[config.mk]
export PLATFORM = sky130hd
export DESIGN_NAME = pipe_stage_chain
export DESIGN_NICKNAME = d
export VERILOG_FILES = /design/src/rtl/pipe_stage_chain.sv
export SDC_FILE = /design/constraint.sdc
export NUM_CORES = 1
export LEC_CHECK = 0
export CAP_MARGIN = 20
export CORE_MARGIN = 5
export CORE_UTILIZATION = 45
export DETAILED_ROUTE_END_ITERATION = 8
export GPL_TIMING_DRIVEN = 0
export PLACE_DENSITY = 0.77
export RECOVER_POWER = 100
export SYNTH_ARGS = -nofsm -noshare
export SYNTH_HDL_FRONTEND = slang
export SYNTH_SLANG_ARGS = --single-unit
[constraint.sdc]
create_clock -name clk -period 8.62 [get_ports clk]
set_clock_uncertainty 0.15 [all_clocks]
set_input_delay 1.724 -clock clk [delete_from_list [all_inputs] [get_ports clk]]
set_output_delay 1.724 -clock clk [all_outputs]
set_load 0.02 [all_outputs]
[src/rtl/pipe_stage_chain.sv]
// Elastic pipeline-latch chain: carries a data word and a control bundle
// through DEPTH stages with a valid/ready handshake. Empty stages take new
// entries even while stages further down are stalled. A synchronous flush
// kills every in-flight entry.
module pipe_stage_chain #(
  parameter int WIDTH  = 32,
  parameter int CTRL_W = 9,
  parameter int DEPTH  = 3,
  parameter int CNT_W  = 2
) (
  input  logic              clk,
  input  logic              rst,
  input  logic              in_valid,
  output logic              in_ready,
  input  logic [WIDTH-1:0]  in_data,
  input  logic [CTRL_W-1:0] in_ctrl,
  input  logic              flush,
  output logic              out_valid,
  input  logic              out_ready,
  output logic [WIDTH-1:0]  out_data,
  output logic [CTRL_W-1:0] out_ctrl,
  output logic [CNT_W-1:0]  occupancy
);

  // Per-stage state. Stage 0 is next to the input. Stage DEPTH-1 drives the outputs.
  logic [DEPTH-1:0]  v;
  logic [WIDTH-1:0]  d [DEPTH];
  logic [CTRL_W-1:0] c [DEPTH];

  // r[i]: stage i may load from the stage before it this cycle.
  logic [DEPTH:0]    r;

  logic              take_in;
  logic              take_out;

  // Ready chain: stage i can advance when it is empty or everything past it moves.
  // Flattened to "out_ready, or some stage at or past i is empty" so that no
  // bit of r depends on another bit of r.
  assign r[DEPTH] = out_ready;
  for (genvar i = 0; i < DEPTH; i++) begin : g_ready
    assign r[i] = out_ready | ~(&v[DEPTH-1:i]);
  end

  assign in_ready  = r[0];
  assign out_valid = v[DEPTH-1];
  assign out_data  = d[DEPTH-1];
  assign out_ctrl  = c[DEPTH-1];

  assign take_in  = in_valid & r[0];
  assign take_out = v[DEPTH-1] & out_ready;

  // Stage registers: reset clears all state. Flush clears valid and control
  // but keeps the data. Otherwise each ready stage loads from its predecessor.
  // A bubble always loads ctrl=0 so that it never commits a write downstream.
  always_ff @(posedge clk) begin
    // NOTE: sequential state uses non-blocking assignments only, so every
    // stage samples its predecessor's pre-edge value and the shift is exact.
    if (rst) begin
      v <= '0;
      // NOTE: the data registers are reset as well, because out_data must read
      // 0 after reset. Leave other payload arrays unreset when nothing
      // observes them.
      for (int i = 0; i < DEPTH; i++) begin
        d[i] <= '0;
        c[i] <= '0;
      end
    end else if (flush) begin
      v <= '0;
      for (int i = 0; i < DEPTH; i++) begin
        c[i] <= '0;
      end
    end else begin
      if (r[0]) begin
        v[0] <= in_valid;
        d[0] <= in_data;
        c[0] <= in_valid ? in_ctrl : '0;
      end
      for (int i = 1; i < DEPTH; i++) begin
        if (r[i]) begin
          v[i] <= v[i-1];
          d[i] <= d[i-1];
          c[i] <= v[i-1] ? c[i-1] : '0;
        end
      end
    end
  end

  // Occupancy counter: +1 on an accepted input, -1 on a delivered output,
  // unchanged when both happen. Cleared by reset or flush.
  always_ff @(posedge clk) begin
    if (rst || flush) begin
      occupancy <= '0;
    end else begin
      unique case ({take_in, take_out})
        2'b10:   occupancy <= occupancy + CNT_W'(1);
        2'b01:   occupancy <= occupancy - CNT_W'(1);
        default: occupancy <= occupancy;
      endcase
    end
  end

endmodule
==> results.json, run 1 <==
{
  "p_sw_share_pct": 18.8,
  "synth_edf_count": 123,
  "synth.distinct_cells": 27,
  "grt_pass1_wl_um": 15600,
  "die-height_um": 118,
  "port_buffers": 90,
  "fin_area_mm2": 0.00679,
  "setup_ws_ns": 2.76,
  "ys_seq_area_share_pct": 72.7,
  "dr.pass1.iters": 4,
  "setup_violations": 0,
  "rsz0062_at_grt": "false",
  "failed_checks": "max-capacitance violations, max-slew violations",
  "crit_fanout": 10,
  "routed_wl_um": 9450,
  "worst_slew_pin_slew_ns": 2.84,
  "dieArea_mm2": 0.0139,
  "ys.flop_type": "edfxtp_1",
  "max_stage_delay_ns": 0.76,
  "routed_via_density": 4.72,
  "combPwrFrac_pct": 6.4,
  "num_rows": 39,
  "cts_tree": "built",
  "diodes": 0,
  "outcome": "finished, violations left",
  "drive_gt1_share_pct": 13.8,
  "root_buffer": "clkbuf_16",
  "dp_hpwl_um": 6710,
  "p_int_mw": 1.22,
  "postCtsSetupRepairBufs": 0,
  "relSlewSlack_pct": -89.7,
  "clock-sinks": 128,
  "h-tree-depth": 4,
  "drc": 0,
  "asyncSetResetFlopFracSynth_pct": 0,
  "finalCritPeriodShare_pct": 67.9,
  "drt_iter0_drc": 162,
  "pre_cts_slack_ns": 3.06,
  "tns_ns": 0,
  "crit_chain": "dlygate4sd3_1, and4b_1, inv_1, clkbuf_1, dlygate4sd3_1",
  "met2_usage_pct": 25.1,
  "gp_congestion": 0.730,
  "critPathKind": "in -> out",
  "final_nets": 504,
  "cellLeakagePower_nw": 3.10,
  "die_w_um": 118,
  "numCtsBuffers": 17,
  "grt_overflow": 0,
  "globalRouteMet3Util_pct": 5.43,
  "cts_resized": 0,
  "clk_path_buf_depth": 2,
  "cp-start-kind": "input port",
  "cap_violations": 1,
  "drtAntennaViolNets": 0,
  "grt_pass1_vias": 3068,
  "grt_use_total_pct": 14.5,
  "syn_nets": 393,
  "busiest_layer": "met2",
  "post_drt_wl_per_cell_um": 15.4,
  "required_ns": 6.75,
  "syn_inst": 346,
  "sequentialPowerShare_pct": 48.4,
  "max_freq_ghz": 0.171,
  "dpl_cell_area_mm2": 0.00636,
  "crit_top_cell": "dlygate4sd3_1",
  "dr_total_vias": 2894,
  "syn2layout_area_growth_pct": 30.1,
  "cp_top_family": "buffers and inverters",
  "antenna_found_initial": 0,
  "clkPwrFrac_pct": 45.3,
  "worstSetupEndpointType": "output port",
  "avgSynthCellArea_um2": 15.1,
  "core_mm2": 0.0114,
  "switchingPower_mw": 0.282,
  "hold_viol_final": 0,
  "period_minus_slack_ns": 5.86,
  "grt_max_degree": 33,
  "clock_latency_ns": 0.40,
  "vdd_drop_max_mv": 0.126,
  "use_met1_pct": 15.9,
  "ys_ff_latch": 128,
  "min_path_type": "reg -> reg",
  "powerDensity_mw_per_mm2": 221,
  "io_pins": 91,
  "yosysWarnings": 0,
  "critPathBufInv": 4,
  "initial_core_util_pct": 45.7,
  "finalMaxSlewViolations": 33,
  "cp_slowest_cell": "dlygate4sd3_1",
  "synth_area_mm2": 0.00522,
  "clkTransAtPathRegs_ns": 0.05,
  "arrival_ns": 3.98,
  "holdBufCountCts": 0
}
## power groups by stage
stage	registers, mW	clock network (mW)	logic [mW]
2_1_floorplan	0.736	0	0.0524
3_3_place_gp	0.738	0	0.0998
3_5_place_dp	0.738	0	0.105
4_1_cts	0.726	0.689	0.106
5_1_grt	0.730	0.719	0.103
6_report	0.727	0.680	0.0954
## per-stage QoR
stage / total power, mW / cells / hold slack [ns] / utilization (%)
floorplan: 0.788 / 346 / 0.329 / -
global placement: 0.838 / 579 / 0.319 / 55.2
detailed placement: 0.843 / 581 / 0.350 / 55.7
CTS: 1.52 / 613 / 0.361 / 60.7
global route: 1.55 / 613 / 0.383 / 59.5
finish: 1.50 / 613 / 0.349 / 59.5
## logic make-up after synthesis
group	count (synthesis)	share of synthesized area, %
adder cells (fa/ha/maj)	1	0.240
AND/OR/NAND/NOR	142	17.1
XOR/XNOR	2	0.336
AO/OA/AOI/OAI	6	1.01
flip-flops	128	72.7
buffers and inverters	67	8.65
## worst reg2reg max path, stage by stage, from the launching register on
cell	delay [ns]
dfxtp_1	0.34
nor2b_1	0.19
o21bai_1	2.12
## cells in the mapped netlist, types with 2 or more instances
cell type	n	share of area, %
edfxtp_1	123	71
and3_1	105	13
buf_4	41	5.9
and2_1	19	2.3
clkbuf_1	16	1.2
nor2_1	7	0.50
buf_6	6	1.3
dfxtp_1	5	1.9
nand2_1	3	0.22
o21bai_1	3	0.43
inv_1	2	0.14
## registers in the layout, indices dropped and copies added, names as in the netlist
register	flops
d	96
v	3
occupancy	2
c	27
## metal layers
| layer | wire (um) | part of all wire, % | vias up |
|---|---|---|---|
| met5 | 0 | 0 | - |
| met4 | 121 | 1.3 | 0 |
| met3 | 530 | 5.6 | 7 |
| met2 | 5070 | 54 | 77 |
| met1 | 3730 | 39 | 1357 |
| li1 | - | - | 1453 |
## final cells by class
| type | count | area [um2] |
|---|---|---|
| well taps | 143 | 179 |
| fillers | 896 | 4630 |
| repair buffers | 92 | 908 |
| clock buffers | 24 | 452 |
| flip-flops and latches | 128 | 3790 |
| multi-input cells | 151 | 938 |
| plain buffers | 64 | 395 |
| clock inverters | 8 | 113 |
| inverters | 3 | 11.3 |
## cells in the final DEF (no fill, tap or decap), types with 5 or more instances in the layout
| cell | n |
|---|---|
| clkbuf_16 | 17 |
| dfxtp_1 | 5 |
| and3_1 | 105 |
| and2_0 | 17 |
| dlygate4sd3_1 | 47 |
| clkbuf_1 | 31 |
| clkdlybuf4s50_1 | 43 |
| nor2_1 | 8 |
| edfxtp_1 | 123 |
| buf_4 | 41 |
## path summary, 6_finish.rpt
path / startpoint / end / slack [ns] / cells past startpoint
worst max-delay path: out_ready / in_ready / 2.76 / 5
worst min-delay path: occupancy[1] / occupancy[1] / 0.35 / 2
worst max register to register: v[2] / d[0][85] / 5.35 / 2
worst min register to register: occupancy[1] / occupancy[1] / 0.35 / 2
No activity file was read; power rests on OpenSTA's default activity.
==> run 2: changes to the inputs <==
- PLACE_DENSITY: 0.77 -> 0.79
- clock period: 8.62 -> 4.8 ns (I/O delays scaled with it)
==> run 2 against run 1 <==
  * The flow still finishes with violations (max-capacitance violations, max-slew violations)
  * Routed wire length shrank 0.26%
  * Clock power grew 97%
  * Flip-flop and latch count is the same
  * Worst setup slack lost 2.2 ns
  * Critical path depth is the same
  * Register-to-register slack lost 3.7 ns
  * Power grew 88%
  * Sequential share of layout area shrank 0.54 points
  * First-iteration DRC count grew 36%
  * Via count grew 0.97%
  * Combinational power grew 80%
  * Utilization grew 0.58 points
  * Critical path type unchanged
==> results.json, run 2 (same netlist as run 1, synthesis figures left out) <==
{
  "outcome": "finished, violations left",
  "failed_checks": "max-capacitance violations, max-slew violations",
  "num_rows": 39,
  "drc": 0,
  "reg_top3": "d (96), c (27), v (3)",
  "die-height_um": 118,
  "max_freq_ghz": 0.234,
  "clkTransAtPathRegs_ns": 0.05,
  "gp_congestion": 0.720,
  "dr.pass1.iters": 4,
  "cellLeakagePower_nw": 3.13,
  "rsz0062_at_grt": "false",
  "setup_ws_ns": 0.525,
  "io_pins": 91,
  "setup_violations": 0,
  "drive_gt1_share_pct": 15.4,
  "hold_viol_final": 0,
  "grt_pass1_vias": 3012,
  "diodes": 0,
  "seq_area_mm2": 0.00379,
  "cap_violations": 1,
  "clock_latency_ns": 0.41,
  "dieArea_mm2": 0.0139,
  "required_ns": 3.69,
  "grt_max_degree": 33,
  "whs_ns": 0.343,
  "grt_use_total_pct": 14.4,
  "final_common_cell": "edfxtp_1",
  "drtAntennaViolNets": 0,
  "clock-sinks": 128,
  "grt_overflow": 0,
  "postLayoutCoreUtil_pct": 60.0,
  "reg2regPathDepth": 2,
  "cp_top_family": "buffers and inverters",
  "port_buffers": 90,
  "period_minus_slack_ns": 4.27,
  "dpl_cell_area_mm2": 0.00636,
  "tns_ns": 0,
  "grt_pass1_wl_um": 15600,
  "crit_cells": 5,
  "crit_chain": "dlygate4sd3_1, and4b_1, inv_1, clkbuf_1, dlygate4sd3_1",
  "relSlewSlack_pct": -79.7,
  "multi_input_area_um2": 938,
  "core_mm2": 0.0114,
  "dp_hpwl_um": 6810,
  "regMostFlops": "d",
  "routed_via_density": 4.77,
  "mostFrequentLayoutCells": "edfxtp_1, and3_1, dlygate4sd3_1, clkdlybuf4s50_1, buf_4",
  "finalCritPeriodShare_pct": 89.1,
  "fillers": 869,
  "worstSetupEndpointType": "output port",
  "syn2layout_area_growth_pct": 31.3,
  "fin_area_mm2": 0.00686,
  "clk_path_buf_depth": 2,
  "min_path_type": "reg -> reg",
  "vdd_drop_max_mv": 0.262,
  "largest_reg_flops": 96,
  "root_buffer": "clkbuf_16",
  "finalMaxSlewViolations": 33,
  "pre_cts_slack_ns": 0.786,
  "final_nets": 504,
  "antenna_found_initial": 0,
  "arrival_ns": 3.16,
  "stdcell_count": 612,
  "crit_fanout": 10,
  "worst_slew_pin_slew_ns": 2.69,
  "power.total_mw": 2.82,
  "critPathKind": "in -> out",
  "cts_resized": 0,
  "routed_wl_um": 9420,
  "min_delay_path_depth": 2,
  "critPathBufInv": 4,
  "initial_core_util_pct": 45.7,
  "max_stage_delay_ns": 0.75,
  "post_drt_wl_per_cell_um": 15.4,
  "powerDensity_mw_per_mm2": 411,
  "numCtsBuffers": 17,
  "drt_iter0_drc": 221,
  "postCtsSetupRepairBufs": 0,
  "holdBufCountCts": 0,
  "h-tree-depth": 4,
  "dr_total_vias": 2922,
  "dp.cells": 581,
  "crit_top_cell": "dlygate4sd3_1",
  "die_w_um": 118,
  "cp-start-kind": "input port",
  "cp_slowest_cell": "dlygate4sd3_1",
  "cts_tree": "built"
}
==> run 2: changes by cell type in the layout (fill, tap and decap cells not counted), sizes merged <==
cell / before / now
bufinv: 3 / 5
clkinv: 5 / 6
buf: 42 / 43
clkbuf: 48 / 41
clkinvlp: 0 / 2
==> run 2: layout make-up <==
type / instances / area share [%]
buffer: 64 / 5.88
clock buffer: 18 / 6.26
clock inverter: 13 / 2.83
inverter: 3 / 0.164
multi-input combinational: 151 / 13.7
sequential: 128 / 55.3
tap: 143 / 2.61
timing repair buffer: 92 / 13.2
==> run 2: per-layer routing <==
metal / global-route usage, % / wire length (um) / vias up
met5: 0 / 0 / -
met4: 6.24 / 133 / 0
met3: 4.42 / 468 / 11
met2: 24.3 / 5020 / 88
met1: 17.0 / 3800 / 1373
li1: - / - / 1450
==> run 2: path summary, 6_finish.rpt <==
path                                   start      endpoint  slack [ns]
worst max-delay path               out_ready      in_ready        0.53
worst min-delay path            occupancy[1]  occupancy[1]        0.34
worst max register to register          v[2]      d[0][80]        1.63
worst min register to register  occupancy[1]  occupancy[1]        0.34
==> run 2: worst min-delay path: stages (launching register included) <==
cell and delay, ns:
dfxtp_1 0.31, o21ai_0 0.07, a21oi_1 0.06
==> run 2: report_power, final <==
part | switching [mW] | internal [mW]
clock | 0.433 | 0.909
sequential | 0.0157 | 1.29
combinational | 0.0786 | 0.0935
total | 0.527 | 2.29
==> run 3: changes to the inputs <==
- SETUP_SLACK_MARGIN: not set -> 0.02
- clock period: 4.8 -> 3.9 ns (I/O delays scaled with it)
==> run 3 against run 2 <==
  * Clock power grew 23%
  * Clock-buffer cell count is the same
  * Routed wire length grew 0.22%
  * Hold slack lost 0.00086 ns
  * Largest cell class unchanged
  * The flow still finishes with violations (max-capacitance violations, max-slew violations)
==> results.json, run 3 (same netlist as run 1, synthesis figures left out) <==
{
  "outcome": "finished, violations left",
  "failed_checks": "max-capacitance violations, max-slew violations",
  "drt_iter0_drc": 243,
  "routed_via_density": 4.78,
  "clock_latency_ns": 0.41,
  "dp.cells": 581,
  "grt_max_degree": 33,
  "die_w_um": 118,
  "final_nets": 504,
  "worst_slew_pin_slew_ns": 1.51,
  "min_path_type": "reg -> reg",
  "grt_use_total_pct": 14.4,
  "critPathKind": "in -> out",
  "rsz0062_at_grt": "false",
  "reg_top3": "d (96), c (27), v (3)",
  "dp_hpwl_um": 6810,
  "clkTransAtPathRegs_ns": 0.05,
  "relSlewSlack_pct": -0.646,
  "fillers": 863,
  "required_ns": 2.97,
  "grt_pass1_vias": 3012,
  "grt_overflow": 0,
  "finalMaxSlewViolations": 33,
  "drc": 0,
  "switchingPower_mw": 0.647,
  "clock-sinks": 128,
  "numCtsBuffers": 17,
  "clk_path_buf_depth": 2,
  "num_rows": 39,
  "powerDensity_mw_per_mm2": 504,
  "postLayoutCoreUtil_pct": 60.3,
  "worstSetupEndpointType": "output port",
  "cap_violations": 1,
  "cp-start-kind": "input port",
  "cts_resized": 0,
  "combPwrFrac_pct": 6.1,
  "p_int_mw": 2.82,
  "crit_chain": "clkdlybuf4s50_1, and4b_4, inv_2, clkbuf_1, dlygate4sd3_1",
  "h-tree-depth": 4,
  "cts_tree": "built",
  "gp_congestion": 0.720,
  "dr_total_vias": 2926,
  "post_drt_wl_per_cell_um": 15.4,
  "initial_core_util_pct": 45.7,
  "root_buffer": "clkbuf_16",
  "die-height_um": 118,
  "antenna_found_initial": 0,
  "clkPwrFrac_pct": 47.6,
  "core_mm2": 0.0114,
  "max_freq_ghz": 0.272,
  "holdBufCountCts": 0,
  "port_buffers": 90,
  "cellLeakagePower_nw": 3.14,
  "final_common_cell": "edfxtp_1",
  "dr.pass1.iters": 5,
  "vdd_drop_max_mv": 0.321,
  "io_pins": 91,
  "largest_reg_flops": 96,
  "power.total_mw": 3.47,
  "dieArea_mm2": 0.0139,
  "syn2layout_area_growth_pct": 31.9,
  "postCtsSetupRepairBufs": 0,
  "grt_pass1_wl_um": 15600,
  "drtAntennaViolNets": 0,
  "max_stage_delay_ns": 0.75,
  "cp_slowest_cell": "dlygate4sd3_1",
  "arrival_ns": 2.75,
  "finalCritPeriodShare_pct": 94.4,
  "routed_wl_um": 9440,
  "hold_viol_final": 0,
  "regMostFlops": "d",
  "period_minus_slack_ns": 3.68,
  "p_sw_share_pct": 18.7,
  "sequentialPowerShare_pct": 46.3,
  "setup_violations": 0,
  "crit_fanout": 10,
  "stdcell_count": 612,
  "diodes": 0,
  "mostFrequentLayoutCells": "edfxtp_1, and3_1, dlygate4sd3_1, clkdlybuf4s50_1, buf_4",
  "drive_gt1_share_pct": 16.4
}
run 3: changes by cell type in the layout (fill, tap and decap cells not counted):
cell and change:
buf_6 +3, clkbuf_1 -2, and4b_1 -1, and4b_4 +1, buf_2 -1, clkdlybuf4s50_1 +1, dlygate4sd3_1 -1, inv_1 -1
inv_2 +1, o21bai_1 -1, o21bai_2 +1
run 3: cell type report:
class / count / area, um2 / share of cell area (%)
clock inverter: 13 / 194 / 2.82
clock buffer: 18 / 429 / 6.23
inverter: 3 / 11.3 / 0.164
buffer: 64 / 424 / 6.16
timing repair buffer: 92 / 908 / 13.2
multi-input combinational: 151 / 946 / 13.7
tap: 143 / 179 / 2.60
sequential: 128 / 3790 / 55.1
run 3: per-layer routing:
layer | part of all wire, % | up-vias | global-route usage, % | routed length [um]
met2 | 54 | 90 | 24.3 | 5080
met1 | 40 | 1380 | 17.0 | 3810
met5 | 0 | - | 0 | 0
li1 | - | 1452 | - | -
met3 | 5.4 | 4 | 4.42 | 506
met4 | 0.55 | 0 | 6.24 | 52
run 3: worst paths after layout:
check	startpoint	to	slack (ns)	cells past startpoint
setup / recovery	out_ready	in_ready	0.22	5
hold / removal	occupancy[1]	occupancy[1]	0.34	2
setup reg to reg	v[2]	d[0][61]	0.98	3
hold reg to reg	occupancy[1]	occupancy[1]	0.34	2
run 3: per-stage QoR:
stage	TNS (ns)	area, um2	setup slack, ns	hold WS, ns
final	0	6890	0.217	0.342
after global routing	0	6890	0.0787	0.370
after CTS	0	6990	0.237	0.357
after detailed placement	0	6360	0.246	0.350
after global placement	-19.90	6300	-0.215	0.318
after floorplan	0	5220	0.782	0.329
run 3: critical path: cells and delay by family:
kind                   cells  cell delay (ns)
AND/OR/NAND/NOR            1             0.24
buffers and inverters      4             1.73
run 3: power by group through the flow:
stage	combinational (mW)	clock [mW]	sequential [mW]
after floorplan	0.116	0	1.63
after global placement	0.221	0	1.63
after detailed placement	0.233	0	1.63
after CTS	0.234	1.67	1.60
after global routing	0.230	1.74	1.61
final	0.212	1.65	1.61
